==> config.mk <==
export PLATFORM = sky130hd
export DESIGN_NAME = note_play_scheduler
export DESIGN_NICKNAME = d
export VERILOG_FILES = /design/src/rtl/note_play_scheduler.sv
export SDC_FILE = /design/constraint.sdc
export NUM_CORES = 1
export LEC_CHECK = 0
export BUFFER_PORTS_ARGS = -buffer_cell sky130_fd_sc_hd__buf_4
export CORE_UTILIZATION = 23
export DETAILED_ROUTE_END_ITERATION = 6
export PLACE_DENSITY = 0.45
export SYNTH_ARGS = -nofsm -noshare
export SYNTH_HDL_FRONTEND = slang
export SYNTH_SLANG_ARGS = --single-unit
==> constraint.sdc <==
create_clock -name clk -period 5.73 [get_ports clk]
set_clock_uncertainty 0.15 [all_clocks]
set_input_delay 1.146 -clock clk [delete_from_list [all_inputs] [get_ports clk]]
set_output_delay 1.146 -clock clk [all_outputs]
set_load 0.03 [all_outputs]
==> src/rtl/note_play_scheduler.sv <==
// Round-robin scheduler that shares the single note datapath (note number ->
// octave/note split -> tone generator) between NUM_REQ requesters. A request
// is accepted only in IDLE. Its note is gated for max(dur,1) ticks, and then
// a gate-low articulation gap follows before the next request can be taken.
module note_play_scheduler #(
    parameter int NUM_REQ  = 4,
    parameter int DUR_W    = 8,
    parameter int TICK_DIV = 100000,
    parameter int GAP_CLKS = 5000,
    localparam int IDW     = (NUM_REQ > 1) ? $clog2(NUM_REQ) : 1
) (
    input  logic                     clk,
    input  logic                     rst_n,
    input  logic [NUM_REQ-1:0]       req_valid_i,
    input  logic [NUM_REQ*6-1:0]     req_note_i,
    input  logic [NUM_REQ*DUR_W-1:0] req_dur_i,
    output logic [NUM_REQ-1:0]       req_ready_o,
    input  logic                     stop_i,
    output logic [5:0]               note_num_o,
    output logic                     gate_o,
    output logic                     busy_o,
    output logic [IDW-1:0]           grant_id_o,
    output logic                     note_done_o
);

    localparam int PW = (TICK_DIV > 1) ? $clog2(TICK_DIV) : 1;
    localparam int GW = (GAP_CLKS > 1) ? $clog2(GAP_CLKS) : 1;
    localparam logic [PW-1:0]  PRESC_LAST = PW'(TICK_DIV - 1);
    localparam logic [GW-1:0]  GAP_LOAD   = GW'((GAP_CLKS > 0) ? GAP_CLKS - 1 : 0);
    localparam logic [IDW-1:0] RR_INIT    = IDW'(NUM_REQ - 1);

    typedef enum logic [1:0] {S_IDLE, S_PLAY, S_GAP} state_e;

    state_e            state_q, state_d;
    logic [IDW-1:0]    rr_ptr_q;
    logic [PW-1:0]     presc_q;
    logic [DUR_W-1:0]  remain_q;
    logic [GW-1:0]     gap_cnt_q;
    logic [5:0]        note_q;
    logic [IDW-1:0]    grant_q;
    logic              gate_q, busy_q, done_q;
    logic              gate_d, busy_d, done_d;

    logic [5:0]        note_arr [NUM_REQ];
    logic [DUR_W-1:0]  dur_arr  [NUM_REQ];
    logic              grant_found;
    logic [IDW-1:0]    grant_idx;
    logic              accept, final_tick, gap_end;

    // Unpack the flat per-requester buses into indexable arrays.
    for (genvar gi = 0; gi < NUM_REQ; gi++) begin : g_unpack
        assign note_arr[gi] = req_note_i[6*gi +: 6];
        assign dur_arr[gi]  = req_dur_i[DUR_W*gi +: DUR_W];
    end

    // Round-robin search: start just after the last granted index and wrap.
    always_comb begin
        logic [IDW-1:0] idx_v;
        grant_found = 1'b0;
        grant_idx   = '0;
        idx_v       = '0;
        for (int k = 1; k <= NUM_REQ; k++) begin
            idx_v = IDW'((int'(rr_ptr_q) + k) % NUM_REQ);
            if (!grant_found && req_valid_i[idx_v]) begin
                grant_found = 1'b1;
                grant_idx   = idx_v;
            end
        end
    end

    assign accept     = (state_q == S_IDLE) && !stop_i && grant_found;
    assign final_tick = (presc_q == PRESC_LAST) && (remain_q == DUR_W'(1));
    assign gap_end    = (gap_cnt_q == '0);

    // FSM state register.
    always_ff @(posedge clk or negedge rst_n) begin
        if (!rst_n) state_q <= S_IDLE;
        else        state_q <= state_d;
    end

    // FSM next-state logic; stop overrides a coincident final tick.
    always_comb begin
        state_d = state_q;
        case (state_q)
            S_IDLE: if (accept) state_d = S_PLAY;
            S_PLAY: begin
                if (stop_i)          state_d = S_IDLE;
                else if (final_tick) state_d = (GAP_CLKS > 0) ? S_GAP : S_IDLE;
            end
            S_GAP:  if (stop_i || gap_end) state_d = S_IDLE;
            default: state_d = S_IDLE;
        endcase
    end

    // FSM outputs: one-hot ready now, the rest are computed for registering.
    always_comb begin
        req_ready_o = '0;
        if (accept) req_ready_o[grant_idx] = 1'b1;
        gate_d = (state_d == S_PLAY);
        busy_d = (state_d != S_IDLE);
        done_d = (state_q == S_PLAY) && (state_d != S_PLAY);
    end

    // Datapath: latch the request at accept, run the tick prescaler and the gap counter.
    always_ff @(posedge clk or negedge rst_n) begin
        if (!rst_n) begin
            rr_ptr_q  <= RR_INIT;
            presc_q   <= '0;
            remain_q  <= '0;
            gap_cnt_q <= '0;
            note_q    <= '0;
            grant_q   <= '0;
            gate_q    <= 1'b0;
            busy_q    <= 1'b0;
            done_q    <= 1'b0;
        end else begin
            gate_q <= gate_d;
            busy_q <= busy_d;
            done_q <= done_d;
            if (accept) begin
                note_q   <= note_arr[grant_idx];
                grant_q  <= grant_idx;
                rr_ptr_q <= grant_idx;
                presc_q  <= '0;
                remain_q <= (dur_arr[grant_idx] == '0) ? DUR_W'(1) : dur_arr[grant_idx];
            end else if (state_q == S_PLAY) begin
                if (presc_q == PRESC_LAST) begin
                    presc_q  <= '0;
                    remain_q <= remain_q - DUR_W'(1);
                end else begin
                    presc_q  <= presc_q + PW'(1);
                end
            end
            if (state_q == S_PLAY && state_d == S_GAP) gap_cnt_q <= GAP_LOAD;
            else if (state_q == S_GAP)                 gap_cnt_q <= gap_cnt_q - GW'(1);
        end
    end

    assign note_num_o  = note_q;
    assign grant_id_o  = grant_q;
    assign gate_o      = gate_q;
    assign busy_o      = busy_q;
    assign note_done_o = done_q;

endmodule

## After elaboration in Yosys (flattened, before gate mapping)

Index checks and enable logic that the tools add are counted.

| storage, ports and cells | value |
|---|---|
| output and inout port bits | 15 |
| register bits after elaboration | 53 |
| logic and storage cells | 93 |

| operators by class | value |
|---|---|
| add/subtract/negate cells | 7 |
| mux-type cells | 39 |
| reduce and logical (&&, ||, !) cells | 22 |
| $lt $le $gt $ge | 7 |
| eq/ne operators | 7 |
| bitwise logic cells | 1 |

Operators with widths:

| cell | number |
|---|---|
| $mux 17 | 3 |
| $mux 8 | 6 |
| $mux 13 | 2 |
| $add 17x1->17 const B | 1 |
| $eq 17x17->1 const B | 1 |
| $bmux 8 s2 | 1 |
| $mux 2 | 8 |
| $lt 2x3->1 const B | 5 |
| $logic_not 13->1 | 1 |
| $sub 13x1->13 const B | 1 |
| $bmux 6 s2 | 1 |
| $mux 6 | 2 |
| $logic_and 1x1->1 | 9 |
| $mux 1 | 9 |
| $bmux 1 s2 | 4 |
| $eq 8x1->1 const B | 1 |
| $logic_not 8->1 | 1 |
| $reduce_bool 2->1 | 4 |
| $sub 8x1->8 const B | 1 |
| $pmux 2 s3 | 1 |
| $add 2x1->2 const B | 2 |
| $add 2x2->2 const B | 2 |
| $eq 2x1->1 const B | 2 |
| $eq 2x2->1 const B | 2 |
| 10 further kinds | 13 |

## Depth between registers and ports, before layout

| depth | value |
|---|---|
| word-level depth | 20 |
| gate-level depth with buffers | 10 |

## Least setup slack after synthesis

Ideal clock, no wire load.

| timing | value |
|---|---|
| path type | input to output |
| start | input req_valid_i[1] |
| end | output req_ready_o[2] |
| slack | 1.639 ns |
| required time | 4.434 ns |
| arrival time | 2.795 ns |
| path buffers | 2 |
| stages | 6 |
| path through | and3_1 -> a31oi_1 -> o211ai_1 -> clkbuf_1 -> clkbuf_1 -> nor3_1 |

| on the way | value |
|---|---|
| longest elaborated chain between the ends | 17 |
| elaborated cells between the ends (all ways) | 29 |
| those cells by class | order compare: 2; mux: 19; reduce/logical: 8 |

Ends and longest elaborated chain:

| what | line | RTL |
|---|---|---|
| from (decl) | 14 | `input logic [NUM_REQ-1:0] req_valid_i,` |
| $bmux 1 s2 | 64 | `if (!grant_found && req_valid_i[idx_v]) begin` |
| $mux 1 (not written as such) | 64 |  |
| $mux 1 | 64 |  |
| $logic_not 1->1 | 64 |  |
| $logic_and 1x1->1 | 64 |  |
| $mux 1 | 64 |  |
| $logic_not 1->1 | 64 |  |
| $logic_and 1x1->1 | 64 |  |
| $mux 1 | 64 |  |
| $logic_not 1->1 | 64 |  |
| $logic_and 1x1->1 | 64 |  |
| $mux 2 | 64 |  |
| $lt 2x3->1 (not written as such) or $ge 2x1->1 (tied branches) | 98 | `if (accept) req_ready_o[grant_idx] = 1'b1;` |
| $logic_and 1x1->1 (not written as such) | 98 |  |
| $mux 1 (not written as such) | 98 |  |
| $demux 1 s2 | 98 |  |
| $mux 4 * | 98 |  |
| to (decl) | 17 | `output logic [NUM_REQ-1:0] req_ready_o,` |

Mark *: on every way between the ends. The rest lies on a longest branch, timed or not. The select of a mux whose other input is x is not followed.

## Worst setup path after layout

| timing | value |
|---|---|
| start | input req_valid_i[2] |
| end | output req_ready_o[3] |

The elaborated chain is that of the path after synthesis.

==> summary.txt <==
Min path
  • Cell depth of the worst hold path: 2
  • Hold Path Class: reg -> reg

Placement
  • Detailed Place HPWL: 6.29 mm
  • Routability cong.: 0.750
  • Post-place setup slack: 1.69 ns
  • Placed insts: 624
  • IO Port Bufs: 77
  • Placed instance area: 0.00392 mm²

STA
  • Setup_tns: 0 ns
  • RSZ-0062 raised after global routing: no
  • Final setup viols: 0
  • Max Slew Vio Count: 0
  • Rel. slew slack: 0.371
  • F_max: 247 MHz
  • Fin crit period: 4.05 ns
  • Setup WS post-layout: 1.68 ns
  • Worst-Margin Slew: 0.944 ns
  • Final Hold Viols: 0
  • Fin crit share: 0.706

Clock tree
  • Clock transition at the registers of the reported paths: 0.07 ns
  • CTS Buf Count: 5
  • H-Tree Depth: 2
  • # Post-CTS Setup Buffers: 0
  • Num Clock Sinks: 53
  • TritonCTS clock tree: yes
  • Hold_buf cts: 0
  • Post-CTS resize count: 0
  • Clk Latency, worst-skew pair: 0.29 ns
  • Worst-case clock buffer depth: 2
  • Clock Tree Root: clkbuf_16

Logic synthesis
  • Async SR Flop Fraction: 1.00
  • Yosys reg bits: 53
  • Cell Area, Synth: 0.00314 mm²
  • Main combinational cell family by area after synthesis: simple AND/OR/NAND/NOR gates
  • Simple-gate share of the synthesized area: 0.294
  • Post-synthesis sequential area ratio: 0.424
  • Mux contribution to synthesized area: 0.0259
  • Ys flop type: dfrtp_1
  • Cells after synthesis: 381
  • EDFF count, synth: 0
  • Post-synthesis compound-gate area fraction: 0.177
  • Cell variety after synth: 48
  • XOR/XNOR Fraction of Synth Area: 0.0335
  • Syn_area_per_cell: 8.23 µm²
  • Syn. warnings: 0
  • Adder-cell share of the synthesized area: 0.0160
  • Synthesized net count: 448

Finish
  • Fillers: 1,415
  • Final Cell Area: 0.00409 mm²
  • # diodes: 0
  • Layout cells sized above 1: 0.219
  • Finished Layout Cells: 632
  • Post-layout util: 0.307
  • Final nets: 522
  • Layout area overhead: 30.3%

Run
  • Max_cap viols: 0

Global route
  • Vias in the first global route: 2,939
  • Largest net degree at the start of global routing: 54
  • Global Route Usage Sum: 0.128
  • Initial antenna violation count: 0
  • Grt ovf: 0
  • Global-route wire length before repair: 14.5 mm

Route
  • Vias: 2,960
  • Pre-Repair DR Iteration Count: 4
  • Via/cell ratio: 4.68
  • DR WL/cell: 13.7 µm
  • DRT Wirelength: 8.63 mm
  • Final ANT Viol Nets: 0
  • Post-route DRC violation count: 0
  • Initial detailed-routing violation count: 173

Worst setup path
  • CP max stage cell: o21ai_2
  • Cell mode on critical path: buf_4
  • Crit path cell chain: buf_4 -> nand2b_1 -> a21boi_0 -> o21ai_2 -> and3_1 -> buf_4
  • Highest net fanout along the worst path: 24
  • Critical Path End Type: output port
  • Worst Path Arrival: 2.75 ns
  • Setup crit start kind: input pin
  • Worst Path Required: 4.43 ns
  • R2R cell count: 7
  • Kind of critical path: in -> out
  • Max stage delay on crit path: 0.73 ns

Pwr
  • Combinational share of power: 0.303
  • Sw Share: 0.330
  • Peak supply drop: 109 µV
  • P_sw: 391 µW
  • LEAKAGE: 1.78 nW
  • Part of the power in registers: 0.399
  • Cell Int Power: 791 µW
  • Clock power frac: 0.298
  • P per Cell Area: 289 mW/mm²

Die
  • I/O Pins: 78
  • Core area: 0.0133 mm²
  • Die area: 0.0141 mm²
  • FP Rows: 42
  • Die height: 119 µm
  • Effective utilization at floorplan: 0.236
  • Die W: 119 µm

Status
  • Status: completed
layout by cell type, fill, tap and decap left out, types with 2 or more instances in the layout:
master / netlist / final
and3_1: 11 / 11
a211oi_1: 3 / 3
xnor2_1: 6 / 6
nand2_1: 71 / 71
and4_1: 2 / 2
o21ai_0: 42 / 42
nor2_1: 48 / 48
a32oi_1: 5 / 5
or4_1: 3 / 3
a22o_1: 2 / 2
nand4_1: 7 / 7
a21o_1: 3 / 3
nor3_1: 11 / 11
buf_4: 0 / 83
o31ai_1: 4 / 4
dfstp_2: 2 / 2
and4bb_2: 2 / 2
ha_1: 4 / 4
dfrtp_1: 51 / 51
or3_1: 4 / 4
inv_1: 5 / 5
o211ai_1: 3 / 3
xor2_1: 6 / 6
nand4b_1: 2 / 2
a21oi_1: 17 / 17
nand2b_1: 4 / 4
clkbuf_16: 0 / 5
mux2i_1: 7 / 7
nand3_1: 16 / 16
a31oi_1: 2 / 2
nor4_1: 5 / 4
o211a_1: 3 / 3
cell type report:
cell class / instances / area (µm²) / share of cell area
Multi-Input combinational cell: 307 / 1720 / 0.422
Sequential cell: 53 / 1330 / 0.325
Timing Repair Buffer: 83 / 623 / 0.152
Tap cell: 176 / 220 / 0.0539
Clock buffer: 7 / 143 / 0.0349
Clock inverter: 1 / 30.0 / 0.00735
Inverter: 5 / 18.8 / 0.00459
logic make-up after synthesis:
| group | after synthesis |
|---|---|
| compound gates | 91 |
| xor+xnor | 12 |
| fa+ha+maj | 4 |
| buf+inv | 21 |
| flops | 53 |
| mux | 8 |
| simple gates | 192 |
through the flow:
stage | power [mW] | hold slack (ns)
after floorplan | 0.699 | 0.314
after global placement | 0.837 | 0.314
after detailed placement | 0.840 | 0.329
after CTS | 1.20 | 0.347
after global routing | 1.26 | 0.376
final | 1.18 | 0.337
layer usage:
layer | up-vias | wire length (µm) | global-route usage
met5 | - | 0 | 0
met4 | 0 | 111 | 0.0380
met3 | 6 | 443 | 0.0251
met2 | 86 | 3820 | 0.198
met1 | 1361 | 4250 | 0.178
li1 | 1507 | - | -
sequential cells by signal, indices dropped and copies added, names as in the netlist:
name and flops:
rr_ptr_q 2, note_num_o 6, note_done_o 1, grant_id_o 2
gap_cnt_q 13, gate_o 1, presc_q 17, remain_q 8
state_q 2, busy_o 1
final timing paths:
check | endpoint | from | slack [ns]
min in group asynchronous | presc_q[13] | rst_n | 0.76
worst min register to register | note_num_o[3] | note_num_o[3] | 0.34
max in group asynchronous | note_num_o[2] | rst_n | 4.21
worst max register to register | remain_q[0] | rr_ptr_q[1] | 2.79
worst max-delay path | req_ready_o[3] | req_valid_i[2] | 1.68
worst min-delay path | note_num_o[3] | note_num_o[3] | 0.34
critical path, delay by kind of cell:
family,cells,cell delay (ns)
buffers and inverters,2,0.29
AOI/OAI and AO/OA,2,0.87
and+or+nand+nor,2,0.43
cell usage after synthesis (6+ instances only):
| cell type | count | area, µm² |
|---|---|---|
| mux2i_1 | 7 | 70.1 |
| clkbuf_1 | 8 | 30.0 |
| dfrtp_1 | 51 | 1280 |
| a21oi_1 | 17 | 85.1 |
| and3_1 | 11 | 68.8 |
| xnor2_1 | 6 | 52.6 |
| xor2_1 | 6 | 52.6 |
| nand4_1 | 7 | 43.8 |
| o21ai_0 | 42 | 210 |
| buf_2 | 6 | 30.0 |
| nor3_1 | 11 | 55.1 |
| nand2_1 | 71 | 267 |
| nor2_1 | 48 | 180 |
| nand3_1 | 16 | 80.1 |
power groups by stage:
stage	clock network, mW	registers (mW)	logic, mW
finish	0.352	0.472	0.358
global route	0.379	0.481	0.402
CTS	0.367	0.472	0.363
detailed placement	0	0.478	0.362
global placement	0	0.478	0.359
floorplan	0	0.501	0.198
(Power assumes the default switching activity.)
